===== src/rtl/pow_5_issue_ctrl_if.sv =====
// Operand, result and pow-5 unit handshake bundle for pow_5_issue_ctrl.
// slave  : the issue controller (accepts operands, drives results and the unit issue).
// master : the surrounding system (operand producer, result consumer, pow-5 unit).
interface pow_5_issue_ctrl_if #(
  parameter int W = 8
) ();
  logic         in_vld;
  logic         in_rdy;
  logic [W-1:0] in_data;
  logic         out_vld;
  logic         out_rdy;
  logic [W-1:0] out_data;
  logic         pow_n_vld;
  logic [W-1:0] pow_n;
  logic         pow_res_vld;
  logic [W-1:0] pow_res;

  modport slave (
    input  in_vld, in_data, out_rdy, pow_res_vld, pow_res,
    output in_rdy, out_vld, out_data, pow_n_vld, pow_n
  );

  modport master (
    output in_vld, in_data, out_rdy, pow_res_vld, pow_res,
    input  in_rdy, out_vld, out_data, pow_n_vld, pow_n
  );
endinterface


===== src/rtl/pow_5_issue_ctrl.sv =====
// Issue controller for the non-pipelined x^5 unit: queues operands in a small
// FIFO, issues one at a time, holds the operand until the result returns and
// offers the result on a ready/valid stream.
// Optional watchdog on the unit: define POW5_ISSUE_TIMEOUT_EN to add err_o.
//
// state  | meaning
// S_IDLE | no operation in flight; issue the FIFO head if there is one
// S_WAIT | operand issued, pow_n held, waiting for pow_res_vld
// S_HOLD | result presented on out_*, waiting for the downstream to take it
module pow_5_issue_ctrl #(
  parameter int W       = 8,
  parameter int DEPTH   = 4,
  parameter int TIMEOUT = 15
) (
  input  logic                   clk_i,
  input  logic                   rst_i,
  pow_5_issue_ctrl_if.slave      bus,
  output logic                   busy_o,
  output logic [$clog2(DEPTH):0] fifo_cnt_o
`ifdef POW5_ISSUE_TIMEOUT_EN
  ,
  output logic                   err_o
`endif
);

  localparam int PW = $clog2(DEPTH);
  localparam int CW = PW + 1;

  if (DEPTH < 2 || (DEPTH & (DEPTH - 1)) != 0 || TIMEOUT < 1) begin : g_bad_param
    $error("pow_5_issue_ctrl: DEPTH must be a power of 2 >= 2 and TIMEOUT >= 1");
  end

  typedef enum logic [1:0] {S_IDLE, S_WAIT, S_HOLD} state_t;

  state_t         state_q, state_d;
  logic [W-1:0]   mem_q [DEPTH];
  logic [PW-1:0]  wr_ptr_q, rd_ptr_q;
  logic [CW-1:0]  cnt_q, cnt_d;
  logic [W-1:0]   pow_n_q, pow_n_d;
  logic           pow_n_vld_q, pow_n_vld_d;
  logic           out_vld_q, out_vld_d;
  logic [W-1:0]   out_data_q, out_data_d;
  logic           push, pop;

`ifdef POW5_ISSUE_TIMEOUT_EN
  localparam int TW = $clog2(TIMEOUT + 1);
  logic [TW-1:0]  tmr_q, tmr_d;
  logic           err_q, err_d;
  assign err_o = err_q;
`endif

  // in_rdy depends only on reset and occupancy, never on in_vld
  assign bus.in_rdy    = !rst_i && (cnt_q != CW'(DEPTH));
  assign push          = bus.in_vld && bus.in_rdy;
  assign cnt_d         = cnt_q + CW'(push) - CW'(pop);
  assign busy_o        = (state_q != S_IDLE) || (cnt_q != '0);
  assign fifo_cnt_o    = cnt_q;
  assign bus.pow_n     = pow_n_q;
  assign bus.pow_n_vld = pow_n_vld_q;
  assign bus.out_vld   = out_vld_q;
  assign bus.out_data  = out_data_q;

  // Next-state and registered-output logic for the issue FSM
  always_comb begin
    state_d     = state_q;
    pop         = 1'b0;
    pow_n_d     = pow_n_q;
    pow_n_vld_d = 1'b0;
    out_vld_d   = out_vld_q;
    out_data_d  = out_data_q;
`ifdef POW5_ISSUE_TIMEOUT_EN
    tmr_d       = tmr_q;
    err_d       = err_q;
`endif
    case (state_q)
      S_IDLE: begin
        if (cnt_q != '0) begin
          pop         = 1'b1;
          pow_n_d     = mem_q[rd_ptr_q];
          pow_n_vld_d = 1'b1;
          state_d     = S_WAIT;
`ifdef POW5_ISSUE_TIMEOUT_EN
          tmr_d       = TW'(TIMEOUT - 1);
`endif
        end
      end
      S_WAIT: begin
        // a result arriving on the terminal-count cycle still wins
        if (bus.pow_res_vld) begin
          out_data_d = bus.pow_res;
          out_vld_d  = 1'b1;
          state_d    = S_HOLD;
        end
`ifdef POW5_ISSUE_TIMEOUT_EN
        else if (tmr_q == '0) begin
          err_d   = 1'b1;
          pow_n_d = '0;
          state_d = S_IDLE;
        end else begin
          tmr_d = tmr_q - TW'(1);
        end
`endif
      end
      S_HOLD: begin
        if (bus.out_rdy) begin
          out_vld_d = 1'b0;
          state_d   = S_IDLE;
        end
      end
      default: state_d = S_IDLE;
    endcase
  end

  // State, FIFO pointers/count and output registers with synchronous reset
  always_ff @(posedge clk_i) begin
    if (rst_i) begin
      state_q     <= S_IDLE;
      wr_ptr_q    <= '0;
      rd_ptr_q    <= '0;
      cnt_q       <= '0;
      pow_n_q     <= '0;
      pow_n_vld_q <= 1'b0;
      out_vld_q   <= 1'b0;
      out_data_q  <= '0;
`ifdef POW5_ISSUE_TIMEOUT_EN
      tmr_q       <= '0;
      err_q       <= 1'b0;
`endif
    end else begin
      state_q     <= state_d;
      wr_ptr_q    <= wr_ptr_q + PW'(push);
      rd_ptr_q    <= rd_ptr_q + PW'(pop);
      cnt_q       <= cnt_d;
      pow_n_q     <= pow_n_d;
      pow_n_vld_q <= pow_n_vld_d;
      out_vld_q   <= out_vld_d;
      out_data_q  <= out_data_d;
`ifdef POW5_ISSUE_TIMEOUT_EN
      tmr_q       <= tmr_d;
      err_q       <= err_d;
`endif
    end
  end

  // FIFO storage; contents need no reset since the count gates every read
  always_ff @(posedge clk_i) begin
    if (push) begin
      mem_q[wr_ptr_q] <= bus.in_data;
    end
  end

endmodule

===== src/flat_wrapper.sv =====
// flat-port wrapper written by rule: the top's interface ports become plain ports
module pow_5_issue_ctrl_flat 
#(
  parameter int W       = 8,
  parameter int DEPTH   = 4,
  parameter int TIMEOUT = 15
)
  (clk_i, rst_i, busy_o, fifo_cnt_o, bus_in_vld, bus_in_data, bus_out_rdy, bus_pow_res_vld, bus_pow_res, bus_in_rdy, bus_out_vld, bus_out_data, bus_pow_n_vld, bus_pow_n);
  pow_5_issue_ctrl_if #(.W(W)) bus_i ();
  input  logic clk_i;
  input  logic rst_i;
  output logic busy_o;
  output logic [$clog2(DEPTH):0] fifo_cnt_o;
  input wire logic [$bits(bus_i.in_vld)-1:0] bus_in_vld;
  input wire logic [$bits(bus_i.in_data)-1:0] bus_in_data;
  input wire logic [$bits(bus_i.out_rdy)-1:0] bus_out_rdy;
  input wire logic [$bits(bus_i.pow_res_vld)-1:0] bus_pow_res_vld;
  input wire logic [$bits(bus_i.pow_res)-1:0] bus_pow_res;
  output wire logic [$bits(bus_i.in_rdy)-1:0] bus_in_rdy;
  output wire logic [$bits(bus_i.out_vld)-1:0] bus_out_vld;
  output wire logic [$bits(bus_i.out_data)-1:0] bus_out_data;
  output wire logic [$bits(bus_i.pow_n_vld)-1:0] bus_pow_n_vld;
  output wire logic [$bits(bus_i.pow_n)-1:0] bus_pow_n;
  assign bus_i.in_vld = bus_in_vld;
  assign bus_i.in_data = bus_in_data;
  assign bus_i.out_rdy = bus_out_rdy;
  assign bus_i.pow_res_vld = bus_pow_res_vld;
  assign bus_i.pow_res = bus_pow_res;
  assign bus_in_rdy = bus_i.in_rdy;
  assign bus_out_vld = bus_i.out_vld;
  assign bus_out_data = bus_i.out_data;
  assign bus_pow_n_vld = bus_i.pow_n_vld;
  assign bus_pow_n = bus_i.pow_n;
  pow_5_issue_ctrl #(.W(W), .DEPTH(DEPTH), .TIMEOUT(TIMEOUT)) u_core (.clk_i(clk_i), .rst_i(rst_i), .bus(bus_i), .busy_o(busy_o), .fifo_cnt_o(fifo_cnt_o));
endmodule

===== config.mk =====
export PLATFORM = sky130hd
export DESIGN_NAME = pow_5_issue_ctrl_flat
export DESIGN_NICKNAME = d
export VERILOG_FILES = /design/src/rtl/pow_5_issue_ctrl_if.sv /design/src/rtl/pow_5_issue_ctrl.sv /design/src/flat_wrapper.sv
export SDC_FILE = /design/constraint.sdc
export NUM_CORES = 1
export LEC_CHECK = 0
export CORE_ASPECT_RATIO = 1.2
export CORE_UTILIZATION = 55
export DETAILED_ROUTE_END_ITERATION = 10
export PLACE_DENSITY = 0.83
export SLEW_MARGIN = 25
export SYNTH_ARGS = -nofsm -noshare
export SYNTH_HDL_FRONTEND = slang
export SYNTH_SLANG_ARGS = --single-unit

===== constraint.sdc =====
create_clock -name clk_i -period 6.2 [get_ports clk_i]
set_clock_uncertainty 0.1 [all_clocks]
set_input_delay 1.24 -clock clk_i [delete_from_list [all_inputs] [get_ports clk_i]]
set_output_delay 1.24 -clock clk_i [all_outputs]
set_load 0.03 [all_outputs]

Word level (Yosys, flattened, before mapping). Memories as Yosys holds them, arrays and structs flattened. A register that Yosys moved wholly into a read port is not among the register bits. Cells that the tools add are included.

Register bits after elaboration: 19. Memories: 1. Memory bits (writable): 32. Word-level logic and storage cells: 41. Output and inout bits: 23. Input port bits: 21.

Memory list: u_core.mem_q (depth 4, width 8, rd ports 1, clocked after memory_dff 1, write ports 1, RTL line pow_5_issue_ctrl.sv:36) `logic [W-1:0] mem_q [DEPTH];`.

Equality and inequality tests: 6. Mux-type cells: 11. Reduce and logical (&&, ||, !) cells: 12. Add/sub/neg operators: 4.

Operator list (count): two-way mux 1 bit (6); two-way mux 2 bit (3); case mux 2 bit (3 select lines) (1); AND reduction 3 bit (2); adder 2 x 1 -> 2 bit (2); inequality test 2 bit, second input constant (2); AND reduction 2 bit (2); nonzero test 2 bit (2); adder 3 x 1 -> 3 bit (1); inequality test 3 bit, second input constant (1); nonzero test 3 bit (1); subtractor 3 x 1 -> 3 bit (1); equality test 2 x 1 -> 1 bit, second input constant (1); equality test 2 bit, second input constant (1); logical AND 1 bit (2); zero test 2 bit (1); inequality test 2 x 1 -> 1 bit, second input constant (1); case mux 1 bit (2 select lines) (1); zero test 1 bit (1); logical OR 1 bit (1).

Logic depth before layout (Yosys ltp). Gate-level depths: netlist of run 1.

Depth in word-level cells: 5. Depth in mapped cells: 9. Depth with buffers taken out: 8.

Least setup slack after synthesis of run 1. No wires, ideal clock.

Path kind: input -> output. Start point: input rst_i. End point: output bus_in_rdy. Setup slack: 2819 ps. Stages on the path: 3. Path buffers: 2. Arrival: 2041 ps. Data required time: 4860 ps. Cells stage by stage: buf_6 clkbuf_1 a21oi_1.

Cells in the longest elaborated chain, start to end: 2.

RTL lines: start, declared (RTL line flat_wrapper.sv:11) `input logic rst_i;`; zero test 1 bit (RTL line pow_5_issue_ctrl.sv:53) `assign bus.in_rdy = !rst_i && (cnt_q != CW'(DEPTH));`; logical AND 1 bit (RTL line pow_5_issue_ctrl.sv:53); end, declared (RTL line flat_wrapper.sv:19) `output wire logic [$bits(bus_i.in_rdy)-1:0] bus_in_rdy;`.

Every way passes these cells.

Worst setup path in the final report of run 1. Ends and elaborated chain as after synthesis.

==> metrics.md, run 1 <==
| Metric | Value |
|---|---|
| Initial core utilization | 0.576 |
| Yosys reg bits | 59 |
| Vias in the first global route | 1,503 |
| Grt met2 use | 0.386 |
| Max VDD drop | 0.315 mV |
| Nets@finish | 235 |
| Resized Gates After CTS | 0 |
| Mapped cell area | 2290 um2 |
| # setup viols final | 0 |
| Post-synth EDFFs | 32 |
| Filler cells | 278 |
| Total power | 0.00138 W |
| # diodes | 0 |
| Area contributors post-synth | edfxtp_1 (42%), dfxtp_1 (24%), mux4_2 (7.9%) |
| Commonest non-fill, non-tap cell in the layout | clkdlybuf4s50_1 |
| Post-Route WL | 4.26 mm |
| Commonest cells after routing, fill and taps aside | clkdlybuf4s50_1 (43), edfxtp_1 (32), dfxtp_1 (27), nor2_1 (16), a21oi_1 (13) |
| Synth Area in XOR/XNOR | 0.0115 |
| IO Count | 44 |
| Post-Syn Nets | 189 |
| Fmax | 0.248 GHz |
| Layout cells sized above 1 | 0.134 |
| Total CTS buffers | 9 |
| Endpoint class of the critical path | primary output |
| Clock Latency Late Sink | 330 ps |
| Total Routing Usage GR | 0.221 |
| CP Data Required Time | 4860 ps |
| Core Region | 3970 um2 |
| Synth cell types | 33 |
| Pre-CTS setup slack | 2160 ps |
| DRT iter0 DRCs | 88 |
| Worst-Margin Slew | 726 ps |
| Chip height | 72.6 um |
| Clk slew on worst S/H paths | 60 ps |
| Area grow syn2layout | 29.3% |
| GR Util met3 | 0.0904 |
| Gpl congestion | 0.756 |
| Rows | 25 |
| Post-Synth Simple-Gate Area | 0.102 |
| Die width | 60.9 um |
| Unrepaired setup endpoints after global routing | false |
| Post-layout min period | 4040 ps |
| Max Slew Vio Count | 0 |
| Die area | 4420 um2 |
| Worst hold path class | reg2reg |
| Worst Hold Launch | u_core.bus.pow_n[2]$_SDFFE_PP0P_ |
| Worst Path Arrival | 2700 ps |
| R2R Setup Slk | 4010 ps |
| Clock tree sinks | 59 |
| Cts hold-fix bufs | 0 |
| R2r startpoint | u_core.state_q[0]$_SDFFE_PP0P_ |
| Htree depth | 3 |
| Area share of fa/ha/maj cells after synthesis | 0.0197 |
| Share of synthesized registers carrying an async set or reset | 0 |
| Syn_area_per_cell | 13.9 um2 |
| Register area share after synthesis | 0.656 |
| Met1 usage | 0.229 |
| Crit path from | rst_i |
| Worst r2r dst | u_core.fifo_cnt_o[2]$_SDFF_PP0_ |
| Antenna violations before repair | 0 |
| Multi-input logic area | 723 um2 |
| Primary FF master, synth | edfxtp_1 |
| Clk buf depth | 2 |
| Largest fanout on the critical path | 30 |
| DR WL/cell | 15.8 um |
| Status | completed |
| Gr ovfl total | 0 |
| Final hold viol count | 0 |
| Post-DR vias/cell | 5.51 |
| Post-DRT Antenna Nets | 0 |
| # DRC | 0 |
| Setup repair bufs after CTS | 0 |
| Lkg Pwr | 1.09 nW |
| Rel. slew slack | 0.513 |
| Synth warn | 0 |
| Dominant cell type by area after synthesis | edfxtp_1 |
| Power Density | 466 nW/um2 |
| CTS Root Cell | clkbuf_8 |
| Storage element area | 1500 um2 |
| Most Used Layer, Global Route | met2 |
| PortBufs | 43 |
| CP Launch Type | input port |
| TritonRoute pass-1 iters | 4 |
| Share of the synthesized area in the top cell type | 0.420 |
| Max-cap viol count | 0 |
| Critical path class | in2out |
| Vias after detailed routing | 1,489 |
| First-pass GRT wire length | 6.64 mm |
| Final worst slack | 2160 ps |
| Cells after Synth | 165 |
| Post-route setup TNS | 0 ps |
| Largest net degree at the start of global routing | 31 |
| Final core utilization | 0.744 |
| CP endpoint | bus_in_rdy |
| Final worst-path cycle share | 0.651 |
| Synth Area in Compound Gates | 0.0558 |
| Proportion of synthesized area in mux cells | 0.120 |
| CTS tree | yes |
| Reg2Reg Depth | 8 |
| Largest family of logic cells by synthesized area | multiplexers |
| Final HPWL DP | 2.88 mm |
cell usage after synthesis, types with 4 or more instances:
master / instances
a21oi_1: 13
clkbuf_1: 4
dfxtp_1: 27
edfxtp_1: 32
mux2i_1: 8
mux4_2: 8
nand2_1: 5
nand3_1: 8
nor2_1: 16
o21ai_0: 8
sequential cells by signal, summed over array words and instances (netlist names):
signal	cells
u_core.bus.out_vld	1
u_core.state_q	2
u_core.wr_ptr_q	2
u_core.bus.pow_n_vld	1
u_core.fifo_cnt_o	3
u_core.rd_ptr_q	2
u_core.bus.pow_n	8
u_core.mem_q	32
u_core.bus.out_data	8
metrics by stage:
| step | std cells | hold slack [ps] | instance area (um2) |
|---|---|---|---|
| 2_1_floorplan | 165 | 371 | 2290 |
| 5_1_grt | 270 | 402 | 2960 |
| 6_report | 270 | 385 | 2960 |
| 3_3_place_gp | 254 | 370 | 2730 |
| 3_5_place_dp | 254 | 380 | 2740 |
| 4_1_cts | 270 | 389 | 2950 |
layout make-up:
class | count | share of cell area
clock buffer | 10 | 0.0432
clock inverter | 6 | 0.0271
inverter | 3 | 0.00381
multi-input combinational | 93 | 0.245
sequential | 59 | 0.508
tap | 54 | 0.0229
timing repair buffer | 45 | 0.151
worst min-delay path by stage:
| stage | end | slack (ps) | cells past startpoint |
|---|---|---|---|
| floorplan | u_core.state_q[1]$_SDFFE_PP0P_ | 370 | 2 |
| global placement | u_core.bus.pow_n[0]$_SDFFE_PP0P_ | 370 | 2 |
| detailed placement | u_core.bus.pow_n[0]$_SDFFE_PP0P_ | 380 | 2 |
| CTS | u_core.bus.pow_n[0]$_SDFFE_PP0P_ | 390 | 2 |
| global route | u_core.bus.pow_n[1]$_SDFFE_PP0P_ | 400 | 2 |
| finish | u_core.bus.pow_n[2]$_SDFFE_PP0P_ | 390 | 2 |
power breakdown:
part,switching (W),leakage (nW),internal [W]
clock,0.000141,0.101,0.000223
combinational,0.000260,0.478,0.000218
sequential,0.0000596,0.512,0.000475
critical path, stage by stage:
cell             delay [ps]
clkdlybuf4s50_1         400
buf_4                   230
a21oi_1                 140
clkdlybuf4s50_1         680
cells by family (layout without fill, tap and decap cells):
logic type	Yosys count	after routing
flip-flops	59	59
AO/OA/AOI/OAI	24	24
AND/OR/NAND/NOR	46	46
buffers and inverters	13	64
multiplexers	17	17
XOR/XNOR	3	3
adder cells (fa/ha/maj)	3	3
per-layer routing:
| layer | wire (um) | vias to the layer above | share of wire |
|---|---|---|---|
| li1 | - | 698 | - |
| met1 | 1670 | 725 | 0.39 |
| met2 | 2220 | 59 | 0.52 |
| met3 | 289 | 7 | 0.068 |
| met4 | 78 | 0 | 0.018 |
| met5 | 0 | - | 0 |
No activity file was read; power rests on OpenSTA's default activity.
==> run 2: changes to the inputs <==
CORE_UTILIZATION = 46   (was 55)
PLACE_DENSITY = 0.74   (was 0.83)
clock period = 3.35 ns   (was 6.2 ns; I/O delays follow)
==> run 2 against run 1 <==
Die area increased by 19%. Largest cell class unchanged. Sequential share of layout area increased by 0.13 points. Cell area is 0.25% lower. Clock power grew 63%.
==> metrics.md, run 2 (same netlist as run 1, synthesis figures left out) <==
| Metric | Value |
|---|---|
| Status | completed |
| Cell Int Power | 0.00163 W |
| DRT iter0 DRCs | 78 |
| Largest net degree at the start of global routing | 30 |
| Clk slew on worst S/H paths | 60 ps |
| Antenna violations before repair | 0 |
| Worst Path Arrival | 1830 ps |
| Unrepaired setup endpoints after global routing | false |
| CTS tree | yes |
| Power Density | 842 nW/um2 |
| Max reg flops | 32 |
| Lkg Pwr | 1.11 nW |
| # DRC | 0 |
| Post-DR vias/cell | 5.16 |
| Total power | 0.00248 W |
| Clk buf depth | 2 |
| WHS Path Cells | 2 |
| Nets@finish | 239 |
| Chip height | 79.2 um |
| Logic pwr share | 0.365 |
| Layout cells sized above 1 | 0.150 |
| Final worst-path cycle share | 0.776 |
| Net Sw Frac | 0.346 |
| Clock tree sinks | 59 |
| Reg2Reg Depth | 8 |
| Resized Gates After CTS | 0 |
| Final worst slack | 751 ps |
| CP Data Required Time | 2580 ps |
| Hold_ws | 385 ps |
| Setup repair bufs after CTS | 0 |
| Max Slew Vio Count | 0 |
| Post-DRT Antenna Nets | 0 |
| Post-layout min period | 2600 ps |
| Initial core utilization | 0.487 |
| Largest register by flop count | u_core.mem_q |
| Htree depth | 3 |
| Commonest non-fill, non-tap cell in the layout | clkdlybuf4s50_1 |
| Net switching power | 0.000859 W |
| PortBufs | 43 |
| Total CTS buffers | 9 |
| Gr ovfl total | 0 |
| Gpl congestion | 0.707 |
| # diodes | 0 |
| Vias in the first global route | 1,445 |
| Sequential power share | 0.396 |
| Worst hold path class | reg2reg |
| Cts hold-fix bufs | 0 |
| Commonest cells after routing, fill and taps aside | clkdlybuf4s50_1 (42), edfxtp_1 (32), dfxtp_1 (27), nor2_1 (16), a21oi_1 (13) |
| Largest fanout on the critical path | 11 |
| Final hold viol count | 0 |
| Critical path class | reg2out |
| Rel. slew slack | 0.559 |
| Max VDD drop | 0.391 mV |
| Fmax | 0.385 GHz |
| Post-Route WL | 4.17 mm |
| Clock Latency Late Sink | 330 ps |
| # setup viols final | 0 |
| Area after DPL | 2770 um2 |
| Core Region | 4700 um2 |
| Die width | 66.4 um |
| Die area | 5260 um2 |
| Total Routing Usage GR | 0.182 |
| IO Count | 44 |
| Pre-CTS setup slack | 691 ps |
| Design Area, Final | 2950 um2 |
| Worst-Margin Slew | 661 ps |
| Rows | 27 |
| Post-route setup TNS | 0 ps |
| Area grow syn2layout | 28.9% |
| Final HPWL DP | 2.87 mm |
| TritonRoute pass-1 iters | 6 |
| Clock power frac | 0.239 |
| CP Launch Type | flop |
| CTS Root Cell | clkbuf_8 |
| Max-cap viol count | 0 |
| DR WL/cell | 15.0 um |
| Vias after detailed routing | 1,435 |
| First-pass GRT wire length | 6.73 mm |
| Endpoint class of the critical path | primary output |
## run 2: cell types whose count changed in the layout (fill, tap and decap cells not counted), sizes merged
cell,change
clkinvlp,-1
bufinv,-1
clkbuf,-1
buf,+5
clkinv,+3
clkdlybuf4s50,-1
## run 2: cell type report
cell class	count	area, um2
Clock inverter	7	58.8
Tap cell	58	72.6
Fill cell	349	1750
Sequential cell	59	1500
Timing Repair Buffer	49	473
Multi-Input combinational cell	93	708
Clock buffer	9	124
Inverter	3	11.3
## run 2: final timing paths
check / from / to / slack, ps
max reg2reg: u_core.state_q[0]$_SDFFE_PP0P_ / u_core.fifo_cnt_o[2]$_SDFF_PP0_ / 1040
min: u_core.bus.pow_n[5]$_SDFFE_PP0P_ / u_core.bus.pow_n[5]$_SDFFE_PP0P_ / 380
min reg2reg: u_core.bus.pow_n[5]$_SDFFE_PP0P_ / u_core.bus.pow_n[5]$_SDFFE_PP0P_ / 380
max: u_core.fifo_cnt_o[1]$_SDFF_PP0_ / busy_o / 750
## run 2: power groups by stage
| stage | Combinational, W | Sequential (W) | Clock [W] |
|---|---|---|---|
| detailed placement | 0.000906 | 0.00100 | 0 |
| CTS | 0.000912 | 0.000988 | 0.000609 |
| floorplan | 0.000494 | 0.00111 | 0 |
| global placement | 0.000870 | 0.000996 | 0 |
| global route | 0.000978 | 0.00100 | 0.000649 |
| finish | 0.000906 | 0.000984 | 0.000594 |
## run 2: per-stage QoR
stage	utilization	cells
after global routing	0.628	278
after CTS	0.628	278
after detailed placement	0.589	262
after floorplan	-	165
after global placement	0.589	262
final	0.628	278
## run 2: critical path: stages (launching register included)
cell and delay, ps:
dfxtp_1 370, nor3_1 250, buf_4 210, nand2_1 70, clkdlybuf4s50_1 590
## run 2: routing by layer
layer	wire length, um	vias to the layer above	part of all wire	global-route usage
li1	-	703	-	-
met1	1700	683	0.41	0.193
met2	2200	40	0.53	0.313
met3	185	9	0.044	0.0675
met4	89	0	0.021	0.0894
met5	0	-	0	0
==> run 3: changes to the inputs <==
clock period = 2.15 ns   (was 3.35 ns; I/O delays follow)
==> run 3 against run 2 <==
Sequential power up 54%. Combinational power increased by 62%. Via count is 2.0% higher. Clock power grew 36%. Sequential share of layout area down 0.95 points. Die area stayed put. Hold slack improved by 2.4 ps. Count of clock-buffer cells in the layout is the same. Wire length rose by 2.8%. Critical path type is now reg2reg.
==> metrics.md, run 3 (same netlist as run 1, synthesis figures left out) <==
| Metric | Value |
|---|---|
| Status | completed |
| Clock tree sinks | 59 |
| Cts hold-fix bufs | 0 |
| Max reg flops | 32 |
| Fmax | 0.484 GHz |
| Worst-Margin Slew | 644 ps |
| Max VDD drop | 0.599 mV |
| Post-Route WL | 4.28 mm |
| Gr ovfl total | 0 |
| DR WL/cell | 15.0 um |
| Clk slew on worst S/H paths | 70 ps |
| Endpoint class of the critical path | flop |
| Unrepaired setup endpoints after global routing | false |
| Crit-path cells | nor3_2 > or3_4 > nand2_1 > ha_1 > fa_1 > xnor2_1 > xnor2_1 > nor2_1 |
| Rel. slew slack | 0.570 |
| Vias in the first global route | 1,516 |
| Critical path class | reg2reg |
| DRT iter0 DRCs | 29 |
| Max-cap viol count | 0 |
| Clock Latency Late Sink | 340 ps |
| CP Launch Type | flop |
| Area grow syn2layout | 31.4% |
| Post-layout min period | 2070 ps |
| Filler cells | 360 |
| Die width | 66.4 um |
| Antenna violations before repair | 0 |
| Total power | 0.00381 W |
| CP Data Required Time | 2270 ps |
| GR Util met3 | 0.0647 |
| Chip height | 79.2 um |
| CP Buf/Inv Count | 0 |
| Setup repair bufs after CTS | 0 |
| Initial core utilization | 0.487 |
| Total Routing Usage GR | 0.184 |
| First-pass GRT wire length | 6.86 mm |
| Largest fanout on the critical path | 6 |
| Commonest cells after routing, fill and taps aside | clkdlybuf4s50_1 (41), edfxtp_1 (32), dfxtp_1 (27), nor2_1 (16) |
| Resized Gates After CTS | 1 |
| Post-DRT Antenna Nets | 0 |
| # setup viols final | 0 |
| Final HPWL DP | 2.89 mm |
| Clk buf depth | 2 |
| Most used cell along the critical path | xnor2_1 |
| Core Region | 4700 um2 |
| R2r startpoint | u_core.fifo_cnt_o[1]$_SDFF_PP0_ |
| Die area | 5260 um2 |
| Gpl congestion | 0.714 |
| WHS Path Cells | 2 |
| Worst hold path class | reg2reg |
| CTS tree | yes |
| TritonRoute pass-1 iters | 4 |
| Nets@finish | 246 |
| Worst Path Arrival | 2190 ps |
| Layout cells sized above 1 | 0.194 |
| # DRC | 0 |
| Crit path from | u_core.fifo_cnt_o[1]$_SDFF_PP0_ |
| Most Used Layer, Global Route | met2 |
| Htree depth | 3 |
| Max incr delay on CP | 380 ps |
| # diodes | 0 |
| Post-DR vias/cell | 5.13 |
| Largest register by flop count | u_core.mem_q |
| PortBufs | 43 |
| Final worst-path cycle share | 0.961 |
| CTS Root Cell | clkbuf_8 |
| Post-route setup TNS | 0 ps |
| Commonest non-fill, non-tap cell in the layout | clkdlybuf4s50_1 |
| Worst Hold End | u_core.bus.pow_n[3]$_SDFFE_PP0P_ |
| Vias after detailed routing | 1,463 |
| Rows | 27 |
| Slowest CP cell | dfxtp_1 |
| Crit path max-delay family | simple AND/OR/NAND/NOR gates |
| IO Count | 44 |
| Max Slew Vio Count | 0 |
| Met1 usage | 0.206 |
| Largest net degree at the start of global routing | 30 |
| Lkg Pwr | 1.13 nW |
| Worst Hold Launch | u_core.bus.pow_n[3]$_SDFFE_PP0P_ |
| Grt met2 use | 0.297 |
| Reg2Reg Depth | 8 |
| R2R Setup Slk | 80 ps |
| Power Density | 1270 nW/um2 |
| Total CTS buffers | 9 |
| Final hold viol count | 0 |
| Worst r2r dst | u_core.fifo_cnt_o[2]$_SDFF_PP0_ |
run 3: worst max path at each step:
| stage | endpoint | slack [ps] | depth (start not counted) |
|---|---|---|---|
| floorplan | u_core.mem_q[0][0]$_DFFE_PP_ | 30 | 3 |
| global placement | u_core.fifo_cnt_o[2]$_SDFF_PP0_ | -50 | 8 |
| detailed placement | u_core.fifo_cnt_o[2]$_SDFF_PP0_ | -200 | 8 |
| CTS | busy_o | 10 | 4 |
| global route | u_core.fifo_cnt_o[2]$_SDFF_PP0_ | 7 | 8 |
| finish | u_core.fifo_cnt_o[2]$_SDFF_PP0_ | 80 | 8 |
run 3: power breakdown:
group	leakage (nW)	switching [W]	internal [W]
clock	0.0836	0.000408	0.000400
sequential	0.512	0.000156	0.00137
combinational	0.537	0.000790	0.000683
run 3: final cells by class:
cell class	count	area [um2]	area share
Clock buffer	9	124	0.0412
Clock inverter	7	35.0	0.0117
Inverter	3	11.3	0.00375
Multi-Input combinational cell	93	728	0.242
Sequential cell	59	1500	0.500
Tap cell	58	72.6	0.0241
Timing Repair Buffer	56	533	0.177
run 3: per-layer routing:
layer,share of wire,wire length (um),vias up
li1,-,-,712
met5,0,0,-
met1,0.41,1760,699
met4,0.019,82,0
met3,0.058,249,10
met2,0.51,2190,42
run 3: worst register-to-register path, cell delays in order (launching register included):
cell     delay [ps]
dfxtp_1         380
nor3_2          270
or3_4           180
nand2_1          50
ha_1            180
fa_1            380
xnor2_1         190
xnor2_1         150
nor2_1           60
run 3: per-stage QoR:
stage                     cells  setup slack (ps)  hold WS (ps)  cell area (um2)  utilization
after floorplan             165              26.0           371             2300            -
after global placement      269             -53.7           364             2840        0.605
after detailed placement    269              -204           377             2840        0.605
after CTS                   285              10.3           386             3000        0.639
after global routing        285              6.91           413             3010        0.640
final                       285              83.9           387             3010        0.640
